File: src/rtl/ibex_compressed_encoder.sv
// ibex_compressed_encoder: RV32 to RVC re-encoder packing parcels into 32-bit words; IBEX_COMPRESSOR_STATS_EN adds stat counters
module ibex_compressed_encoder #(
    parameter logic [15:0] NOP16 = 16'h0001
) (
    input  logic        clk_i,
    input  logic        rst_i,
    input  logic        compress_en_i,
    input  logic        in_valid_i,
    output logic        in_ready_o,
    input  logic [31:0] in_instr_i,
    input  logic        in_last_i,
    output logic        out_valid_o,
    input  logic        out_ready_i,
    output logic [31:0] out_word_o,
    output logic        out_last_o
`ifdef IBEX_COMPRESSOR_STATS_EN
    ,
    output logic [31:0] stat_total_o,
    output logic [31:0] stat_comp_o
`endif
);
    typedef enum logic {RUN, FLUSH} state_e;
    state_e state_q, state_d;
    logic hold_v_q, hold_v_d, is16, load, last_d, accept, slot_free, imm_small;
    logic is_addi, is_add, is_alu, is_lw, is_sw, is_jalr;
    logic [15:0] hold_q, hold_d, c16;
    logic [31:0] word_d;
    logic [6:0] op, f7;
    logic [4:0] rd, rs1, rs2;
    logic [2:0] f3;
    logic [11:0] imm_i;
    assign op = in_instr_i[6:0];
    assign rd = in_instr_i[11:7];
    assign f3 = in_instr_i[14:12];
    assign rs1 = in_instr_i[19:15];
    assign rs2 = in_instr_i[24:20];
    assign f7 = in_instr_i[31:25];
    assign imm_i = in_instr_i[31:20];
    assign imm_small = &imm_i[11:5] || ~|imm_i[11:5];
    assign is_addi = op == 7'b0010011 && f3 == 3'b000;
    assign is_add = op == 7'b0110011 && f3 == 3'b000 && f7 == 7'b0;
    assign is_alu = op == 7'b0110011 && ((f7 == 7'b0100000 && f3 == 3'b000) ||
                    (f7 == 7'b0 && (f3 == 3'b100 || f3[2:1] == 2'b11)));
    assign is_lw = op == 7'b0000011 && f3 == 3'b010;
    assign is_sw = op == 7'b0100011 && f3 == 3'b010;
    assign is_jalr = op == 7'b1100111 && f3 == 3'b000;
    assign slot_free = !out_valid_o || out_ready_i;
    assign in_ready_o = state_q == RUN && slot_free;
    assign accept = in_valid_i && in_ready_o;
    always_comb begin
        c16 = '0;
        is16 = 1'b0;
        if (compress_en_i) begin
            is16 = 1'b1;
            if (in_instr_i == 32'h0000_0013)
                c16 = 16'h0001;
            else if (is_addi && rd == rs1 && rd != 5'd0 && imm_small && imm_i != 12'd0)
                c16 = {3'b000, imm_i[5], rd, imm_i[4:0], 2'b01};
            else if (is_addi && rs1 == 5'd0 && rd != 5'd0 && imm_small)
                c16 = {3'b010, imm_i[5], rd, imm_i[4:0], 2'b01};
            else if (is_add && rs1 == 5'd0 && rd != 5'd0 && rs2 != 5'd0)
                c16 = {4'b1000, rd, rs2, 2'b10};
            else if (is_add && rd == rs1 && rd != 5'd0 && rs2 != 5'd0)
                c16 = {4'b1001, rd, rs2, 2'b10};
            else if (is_alu && rd == rs1 && rd[4:3] == 2'b01 && rs2[4:3] == 2'b01)
                c16 = {6'b100011, rd[2:0], (f3 == 3'b100) ? 2'b01 : f3[1:0], rs2[2:0], 2'b01};
            else if (is_lw && rd[4:3] == 2'b01 && rs1[4:3] == 2'b01 && imm_i[11:7] == 5'd0 && imm_i[1:0] == 2'b00)
                c16 = {3'b010, imm_i[5:3], rs1[2:0], imm_i[2], imm_i[6], rd[2:0], 2'b00};
            else if (is_sw && rs2[4:3] == 2'b01 && rs1[4:3] == 2'b01 && f7[6:2] == 5'd0 && rd[1:0] == 2'b00)
                c16 = {3'b110, f7[0], rd[4:3], rs1[2:0], rd[2], f7[1], rs2[2:0], 2'b00};
            else if (is_jalr && rd == 5'd0 && imm_i == 12'd0 && rs1 != 5'd0)
                c16 = {4'b1000, rs1, 5'd0, 2'b10};
            else if (is_jalr && rd == 5'd1 && imm_i == 12'd0 && rs1 != 5'd0)
                c16 = {4'b1001, rs1, 5'd0, 2'b10};
            else if (in_instr_i == 32'h0010_0073)
                c16 = 16'h9002;
            else
                is16 = 1'b0;
        end
    end
    // A 32-bit instruction straddles words when a half is pending; its top half becomes the new hold.
    always_comb begin
        state_d = state_q;
        hold_d = hold_q;
        hold_v_d = hold_v_q;
        load = 1'b0;
        word_d = out_word_o;
        last_d = out_last_o;
        if (state_q == FLUSH) begin
            if (slot_free) begin
                load = 1'b1;
                word_d = {NOP16, hold_q};
                last_d = 1'b1;
                hold_v_d = 1'b0;
                state_d = RUN;
            end
        end else if (accept) begin
            if (!hold_v_q && is16) begin
                load = in_last_i;
                word_d = {NOP16, c16};
                last_d = 1'b1;
                hold_d = in_last_i ? hold_q : c16;
                hold_v_d = !in_last_i;
            end else if (!hold_v_q) begin
                load = 1'b1;
                word_d = in_instr_i;
                last_d = in_last_i;
            end else if (is16) begin
                load = 1'b1;
                word_d = {c16, hold_q};
                last_d = in_last_i;
                hold_v_d = 1'b0;
            end else begin
                load = 1'b1;
                word_d = {in_instr_i[15:0], hold_q};
                last_d = 1'b0;
                hold_d = in_instr_i[31:16];
                state_d = in_last_i ? FLUSH : RUN;
            end
        end
    end
    always_ff @(posedge clk_i) begin
        if (rst_i) begin
            state_q <= RUN;
            hold_q <= '0;
            hold_v_q <= 1'b0;
            out_valid_o <= 1'b0;
            out_word_o <= '0;
            out_last_o <= 1'b0;
        end else begin
            state_q <= state_d;
            hold_q <= hold_d;
            hold_v_q <= hold_v_d;
            if (load) begin
                out_valid_o <= 1'b1;
                out_word_o <= word_d;
                out_last_o <= last_d;
            end else if (out_ready_i) begin
                out_valid_o <= 1'b0;
            end
        end
    end
`ifdef IBEX_COMPRESSOR_STATS_EN
    always_ff @(posedge clk_i) begin
        if (rst_i) begin
            stat_total_o <= '0;
            stat_comp_o <= '0;
        end else if (accept) begin
            stat_total_o <= stat_total_o + {31'd0, ~&stat_total_o};
            stat_comp_o <= stat_comp_o + {31'd0, is16 && ~&stat_comp_o};
        end
    end
`endif
endmodule
File: config.mk
export PLATFORM = sky130hd
export DESIGN_NAME = ibex_compressed_encoder
export DESIGN_NICKNAME = d
export VERILOG_FILES = /design/src/rtl/ibex_compressed_encoder.sv
export SDC_FILE = /design/constraint.sdc
export NUM_CORES = 1
export LEC_CHECK = 0
export BUFFER_PORTS_ARGS = -buffer_cell sky130_fd_sc_hd__buf_2
export CAP_MARGIN = 25
export CORE_MARGIN = 2
export CORE_UTILIZATION = 59
export CTS_CLUSTER_SIZE = 14
export DETAILED_ROUTE_END_ITERATION = 6
export GPL_ROUTABILITY_DRIVEN = 1
export PLACE_DENSITY_LB_ADDON = 0.1
export RECOVER_POWER = 50
export SLEW_MARGIN = 5
export SYNTH_ARGS = -nofsm -noshare
export SYNTH_HDL_FRONTEND = slang
export SYNTH_SLANG_ARGS = --single-unit
File: constraint.sdc
create_clock -name clk_i -period 10.8 [get_ports clk_i]
set_input_delay 0.54 -clock clk_i [delete_from_list [all_inputs] [get_ports clk_i]]
set_output_delay 0.54 -clock clk_i [all_outputs]
set_load 0.01 [all_outputs]
==> results.py, run 1 <==
metrics = {
    "run_status": {
        "status": "complete, but fails checks",
        "violations": "DRC, capacitance limit, slew limit",
    },
    "sta": {
        "rsz0062_at_grt": "false",
        "setup-tns-final_ns": 0,
        "drv_slew": 19,
        "max_freq_ghz": 0.1518,
        "layout_worst_path_cycle_share": 0.6098,
        "setup_viol": 0,
        "worst_slack_ns": 4.214,
        "worst_slew_pin_slew_ns": 2.223,
        "post-route-min-period_ns": 6.586,
        "slew_headroom": -0.4946,
        "finClkSkew_ns": 0.01107,
        "hold_violations": 0,
        "fin_hold_ws_ns": 0.4630,
    },
    "placement": {
        "io_buffers": 72,
        "placed_cell_area_mm2": 0.003747,
        "preCtsSetupSlack_ns": 5.619,
        "gp_congestion": 1.059,
        "dp_hpwl_um": 9382,
    },
    "worst_hold_path": {
        "worstHoldStart": "out_word_o[25]",
        "hold_class": "reg2reg",
        "min_to": "out_word_o[25]",
        "hold_depth": 2,
    },
    "detailed_routing": {
        "routedWlPerCell_um": 22.51,
        "drt_first_pass_iters": 7,
        "drt-initial-drc-count": 531,
        "drt_wl_total_um": 12650,
        "drcViolationCount": 1,
        "detail-route-antenna-nets": 0,
        "vias_per_cell": 7.036,
        "vias": 3954,
    },
    "logic_synthesis": {
        "yosys_warnings": 0,
        "synth_cells": 432,
        "seq_area_frac_synth": 0.3028,
        "synthDistinctLibCells": 78,
        "synthesis.nets": 473,
        "synthTopCellsByArea": "dfxtp_1, a211oi_1, nor2_1, o21ai_0, nand2_1",
        "yosysTopAreaCell": "dfxtp_1",
        "synthAdderAreaFrac": 0.01092,
        "syn_area_mm2": 0.003438,
        "synth_top_area_frac": 0.3028,
        "synth_edf_count": 0,
        "muxShareOfSynthArea": 0.02620,
        "synthFlopType": "dfxtp_1",
        "synth_top_family_by_area": "compound AO/OA/AOI/OAI gates",
        "synth_compound_area_frac": 0.3235,
        "async_flop_share": 0,
        "synth_xor_area_frac": 0.01274,
        "synth-simple-area-share": 0.2729,
        "synth-seq-cells": 52,
        "post_synth.cell_area_avg_um2": 7.959,
    },
    "worst_setup_path": {
        "worst_ep_required_time_ns": 10.99,
        "r2r-start": "hold_v_q",
        "cp_max_fo": 27,
        "rrSetupSlack_ns": 7.36,
        "critPathKind": "in2reg",
        "path_buf_inv": 4,
        "path_delay_family": "compound AO/OA/AOI/OAI gates",
        "end_kind": "flop",
        "crit_chain": "clkbuf_1 > nor4_1 > and4b_1 > o31a_1 > a21oi_1 > o31ai_1 > inv_1 > ha_1 > nand2b_1 > a21oi_1 > nor2_2 > clkbuf_1 > nor2_1 > buf_4 > a32oi_1 > o21ai_0",
        "rr_worst_depth": 11,
        "rr_endpoint": "out_word_o[27]",
        "crit_path_start_kind": "input pin",
        "worstPathArrival_ns": 6.78,
        "crit_slowest_cell": "o31ai_1",
        "slowest_delay_ns": 1.78,
    },
    "grt": {
        "grt_max_degree": 41,
        "busiest_layer": "met2",
        "grt_pass1_vias": 3692,
        "track_usage": 0.4003,
        "grt_util_met3": 0.09775,
        "antenna_found_initial": 0,
        "grtUsageMet1": 0.5386,
        "grt_pass1_wl_um": 19660,
        "grt_overflow": 0,
        "grtUsageMet2": 0.6108,
    },
    "clocking": {
        "cts_tree": "done",
        "clk_pin_slew_worst_paths_ns": 0.10,
        "numCtsBuffers": 5,
        "cts_resized": 0,
        "cts.path.max_buffers": 2,
        "h-tree-depth": 2,
        "cts_setup_buffers": 0,
        "clock_latency_ns": 0.31,
        "cts_sinks": 52,
        "cts-root-buf": "clkbuf_8",
        "hold_buffers": 0,
    },
    "die": {
        "die_w_um": 80.34,
        "die_area_mm2": 0.006455,
        "start_util": 0.6168,
        "std_cell_rows": 27,
        "die_h_um": 80.34,
        "io_pins": 73,
        "coreArea_mm2": 0.005574,
    },
    "pwr": {
        "leakage_uw": 0.001265,
        "ir_drop_mv": 0.06237,
        "power_density_mw_per_mm2": 103.9,
    },
    "cells_and_area": {
        "area_growth_pct": 9.498,
        "design_area_mm2": 0.003765,
        "drive_gt1_frac": 0.1327,
        "fill_cells": 493,
        "n_antenna_cell": 0,
        "num-nets-final": 530,
        "utilization": 0.6754,
    },
    "job": {
        "maxCapViolCount": 1,
    },
}
==> power by group <==
part	internal [uW]	switching, uW	total, uW
Combinational	23.6	47.2	70.8
Sequential	201	4.83	205
Clock	46.2	68.7	115
==> routing by layer <==
| layer | up-vias | share of wire |
|---|---|---|
| met5 | - | 0 |
| met4 | 0 | 0.036 |
| met3 | 54 | 0.13 |
| met2 | 326 | 0.44 |
| met1 | 1817 | 0.39 |
| li1 | 1757 | - |
==> synth_stat cells (3+ instances only) <==
master	instances
nor4bb_1	3
nand2_1	42
nor2b_1	8
xnor2_1	4
nor2_1	55
a211oi_1	28
o22ai_1	4
ha_1	3
mux2i_1	9
o21ai_1	5
a21oi_1	26
nand4_1	4
inv_1	4
dfxtp_1	52
a221oi_1	3
a22oi_1	9
clkbuf_1	12
nand2b_1	5
buf_6	3
o21ai_0	32
a32oi_1	5
nand4b_1	3
buf_2	5
nand3_1	3
a21o_1	5
nor3_1	12
a311oi_1	6
a31oi_1	7
a211o_1	4
or4_1	3
nor4_1	8
==> registers in the layout (all words and copies together) (netlist names) <==
signal / count
state_q: 1
out_word_o: 32
hold_v_q: 1
hold_q: 16
out_last_o: 1
out_valid_o: 1
==> worst min-delay path, cell delays in order (launching register included) <==
cell and delay, ns:
dfxtp_1 0.32, nand2_1 0.05, o21ai_1 0.05
==> cells by family after synthesis <==
logic type / count (synthesis)
DFF: 52
and+or+nand+nor: 174
muxes: 9
buffers and inverters: 31
adders and majority gates: 3
AOI/OAI and AO/OA: 158
xor gates and xnor gates: 5
==> final cells by class <==
cell class | count | area, um2 | share of cell area
multi-input combinational | 349 | 2183 | 0.5799
clock inverter | 3 | 21.27 | 0.005650
tap | 72 | 90.09 | 0.02393
clock buffer | 5 | 68.82 | 0.01828
sequential | 52 | 1041 | 0.2765
timing repair buffer | 76 | 341.6 | 0.09073
inverter | 5 | 18.77 | 0.004985
==> placed cells by master, fill, tap and decap left out, types with 5 or more instances in the layout <==
cell       n
nor3_1    12
nand2_1   42
a311oi_1   6
nor4_1    10
nand2b_1   5
clkbuf_1  37
a21oi_1   27
a22oi_1    9
a21o_1     5
dfxtp_1   52
nor2b_1    8
buf_2     36
a31oi_1    7
mux2i_1    9
o21ai_0   31
clkbuf_8   5
o21ai_1    6
a211oi_1  28
a32oi_1    5
nor2_1    55
==> metrics by stage <==
step	cells	total power, uW
3_3_place_gp	552	279.4
5_1_grt	562	401.8
4_1_cts	560	390.2
3_5_place_dp	552	280.6
6_report	562	391.1
2_1_floorplan	432	247.1
==> how the worst max path moves through the flow <==
stage | start | end | slack, ns | depth (start not counted)
after floorplan | in_instr_i[3] | out_word_o[11] | 6.69 | 13
after global placement | in_instr_i[27] | out_word_o[23] | 5.67 | 15
after detailed placement | in_instr_i[27] | out_word_o[25] | 5.62 | 15
after CTS | in_instr_i[27] | out_word_o[25] | 5.92 | 15
after global routing | in_instr_i[27] | out_word_o[27] | 3.77 | 16
final | in_instr_i[27] | out_word_o[27] | 4.21 | 16
No activity file was read; power rests on OpenSTA's default activity.
==> run 2, diff against run 1 <==
Settings changed: ABC_AREA from default to 1, CORE_UTILIZATION 59 to 51.
Clock period 10.8 ns to 5.4 ns, I/O delays scaled along.
==> results.py, run 2 <==
metrics = {
    "grt": {
        "antenna_found_initial": 0,
        "grt_max_degree": 35,
        "grt_pass1_vias": 4143,
        "track_usage": 0.3267,
        "grt_overflow": 0,
        "grt_pass1_wl_um": 21820,
    },
    "logic_synthesis": {
        "post_synth.cell_area_avg_um2": 6.322,
        "yosys_warnings": 0,
        "synthFlopType": "dfxtp_1",
        "yosysTopAreaCell": "dfxtp_1",
        "synth_xor_area_frac": 0.002199,
        "synth_edf_count": 0,
        "synthAdderAreaFrac": 0.009425,
        "synth_compound_area_frac": 0.2055,
        "synth_top_area_frac": 0.2614,
        "synthDistinctLibCells": 41,
        "synthesis.nets": 671,
        "syn_area_mm2": 0.003983,
        "synth_cells": 630,
        "synth-seq-cells": 52,
        "async_flop_share": 0,
        "synthTopCellsByArea": "dfxtp_1, nand2_1, a21oi_1, nor2_1, nand3_1",
        "synth-simple-area-share": 0.4298,
        "synth_top_family_by_area": "simple AND/OR/NAND/NOR gates",
        "synth_common_cells": "nand2_1, a21oi_1, nor2_1",
        "muxShareOfSynthArea": 0,
        "yosysMostFrequentCell": "nand2_1",
        "seq_area_frac_synth": 0.2614,
    },
    "clocking": {
        "cts_resized": 0,
        "cts.path.max_buffers": 2,
        "cts-root-buf": "clkbuf_8",
        "h-tree-depth": 2,
        "clock_latency_ns": 0.31,
        "cts_tree": "done",
        "cts_setup_buffers": 0,
        "cts_sinks": 52,
        "clk_pin_slew_worst_paths_ns": 0.10,
        "numCtsBuffers": 5,
        "hold_buffers": 0,
    },
    "sta": {
        "max_freq_ghz": 0.2199,
        "slew_headroom": 0.09048,
        "post-route-min-period_ns": 4.548,
        "rsz0062_at_grt": "false",
        "worst_slew_pin_slew_ns": 1.364,
        "drv_slew": 0,
        "worst_slack_ns": 0.8517,
        "setup-tns-final_ns": 0,
        "setup_viol": 0,
        "layout_worst_path_cycle_share": 0.8423,
        "hold_violations": 0,
        "finClkSkew_ns": 0.007285,
    },
    "detailed_routing": {
        "detail-route-antenna-nets": 0,
        "vias": 4644,
        "vias_per_cell": 5.878,
        "drt_wl_total_um": 14120,
        "drt-initial-drc-count": 432,
        "drcViolationCount": 0,
        "drt_first_pass_iters": 5,
        "routedWlPerCell_um": 17.87,
    },
    "worst_hold_path": {
        "worstHoldStart": "out_ready_i",
        "hold_class": "in2reg",
    },
    "worst_setup_path": {
        "crit_slowest_cell": "nor2_1",
        "critPathKind": "in2reg",
        "crit_chain": "clkbuf_1 > nor2_1 > nand3_1 > inv_1 > nand2_1 > nor2_1 > nand2_2 > nand2_1 > nor2_1 > nand3_1 > nand2_4 > inv_1 > ha_1 > inv_1 > nor2_1 > nor2_1 > a221oi_1 > a21oi_1",
        "r2r-start": "hold_v_q",
        "crit_start": "in_instr_i[22]",
        "crit_path_start_kind": "input pin",
        "worstPathArrival_ns": 4.75,
        "cp_max_fo": 18,
        "crit_path_frequent_cell": "nor2_1",
        "path_buf_inv": 4,
        "end_kind": "flop",
        "slowest_delay_ns": 0.75,
        "path_delay_family": "simple AND/OR/NAND/NOR gates",
        "worst_ep_required_time_ns": 5.60,
    },
    "cells_and_area": {
        "top_register": "out_word_o",
        "drive_gt1_frac": 0.1701,
        "largest_reg_flops": 32,
        "n_antenna_cell": 0,
        "final_common_cell": "nand2_1",
        "num-nets-final": 728,
        "reg_top3": "out_word_o: 32 flops, hold_q: 16 flops",
        "area_growth_pct": 10.34,
        "mostFrequentLayoutCells": "nand2_1, nor2_1, a21oi_1",
        "utilization": 0.5746,
        "fill_cells": 813,
    },
    "run_status": {
        "status": "finished, final reports clean",
    },
    "pwr": {
        "leakage_uw": 0.001938,
        "power_density_mw_per_mm2": 180.7,
        "total_power_uw": 793.9,
        "ir_drop_mv": 0.1025,
    },
    "die": {
        "start_util": 0.5208,
        "die_w_um": 92.37,
        "die_h_um": 92.37,
        "std_cell_rows": 32,
        "coreArea_mm2": 0.007647,
        "die_area_mm2": 0.008532,
        "io_pins": 73,
    },
    "placement": {
        "dp_hpwl_um": 10760,
        "io_buffers": 72,
        "gp_congestion": 1.011,
        "preCtsSetupSlack_ns": 1.111,
    },
    "job": {
        "maxCapViolCount": 0,
    },
}
[run 2: cell count changes after synthesis, sizes merged, moves of 10 or more]
cell	before	now
nand2	42	182
nand3	3	64
inv	4	54
a21oi	27	70
a211oi	31	0
nor2	56	81
o21ai	37	49
a221oi	3	14
nor4	12	2
[run 2: report_power, final]
| group | internal (uW) | switching, uW | leakage [uW] | total (uW) |
|---|---|---|---|---|
| sequential | 401 | 8.22 | 0.000426 | 409 |
| clock | 92.6 | 136 | 0.0000414 | 229 |
| combinational | 46.6 | 109 | 0.00147 | 156 |
| total | 540 | 254 | 0.00194 | 794 |
[run 2: kinds of logic (layout without fill, tap and decap cells)]
| kind of cell | after synthesis | count (layout) |
|---|---|---|
| flip-flops | 52 | 52 |
| adder cells (fa/ha/maj) | 3 | 3 |
| AO/OA/AOI/OAI | 143 | 143 |
| AND/OR/NAND/NOR | 345 | 345 |
| buffers and inverters | 86 | 144 |
| XOR/XNOR | 1 | 1 |
[run 2: area by class of cell]
class	instances	area [um2]	area share
Clock inverter	2	16.27	0.003702
Sequential cell	52	1041	0.2369
Inverter	58	221.5	0.05040
Multi-Input combinational cell	492	2559	0.5823
Clock buffer	6	72.57	0.01651
Timing Repair Buffer	78	356.6	0.08115
Tap cell	102	127.6	0.02904
[run 2: final timing paths]
| check | endpoint | slack [ns] | cells past startpoint |
|---|---|---|---|
| min reg2reg | out_word_o[24] | 0.47 | 2 |
| max | out_word_o[3] | 0.85 | 18 |
| min | state_q | 0.22 | 4 |
| max reg2reg | hold_q[8] | 1.99 | 10 |
[run 2: per-layer routing]
| layer | track usage | share of wire |
|---|---|---|
| met1 | 0.4479 | 0.42 |
| met2 | 0.5049 | 0.44 |
| met3 | 0.05614 | 0.10 |
| met4 | 0.1430 | 0.044 |
| met5 | 0 | 0 |
[run 2: tightest hold or removal path, cell delays in order]
cell	delay (ns)
buf_2	0.07
inv_1	0.04
nand3_1	0.06
a21oi_1	0.06
[run 2: stage by stage]
stage	instance area, um2	hold WS (ns)	std cells
CTS	4471	0.2186	790
detailed placement	4382	0.4548	782
finish	4394	0.2166	790
global route	4394	0.2293	790
floorplan	3983	0.4111	630
global placement	4382	0.4495	782
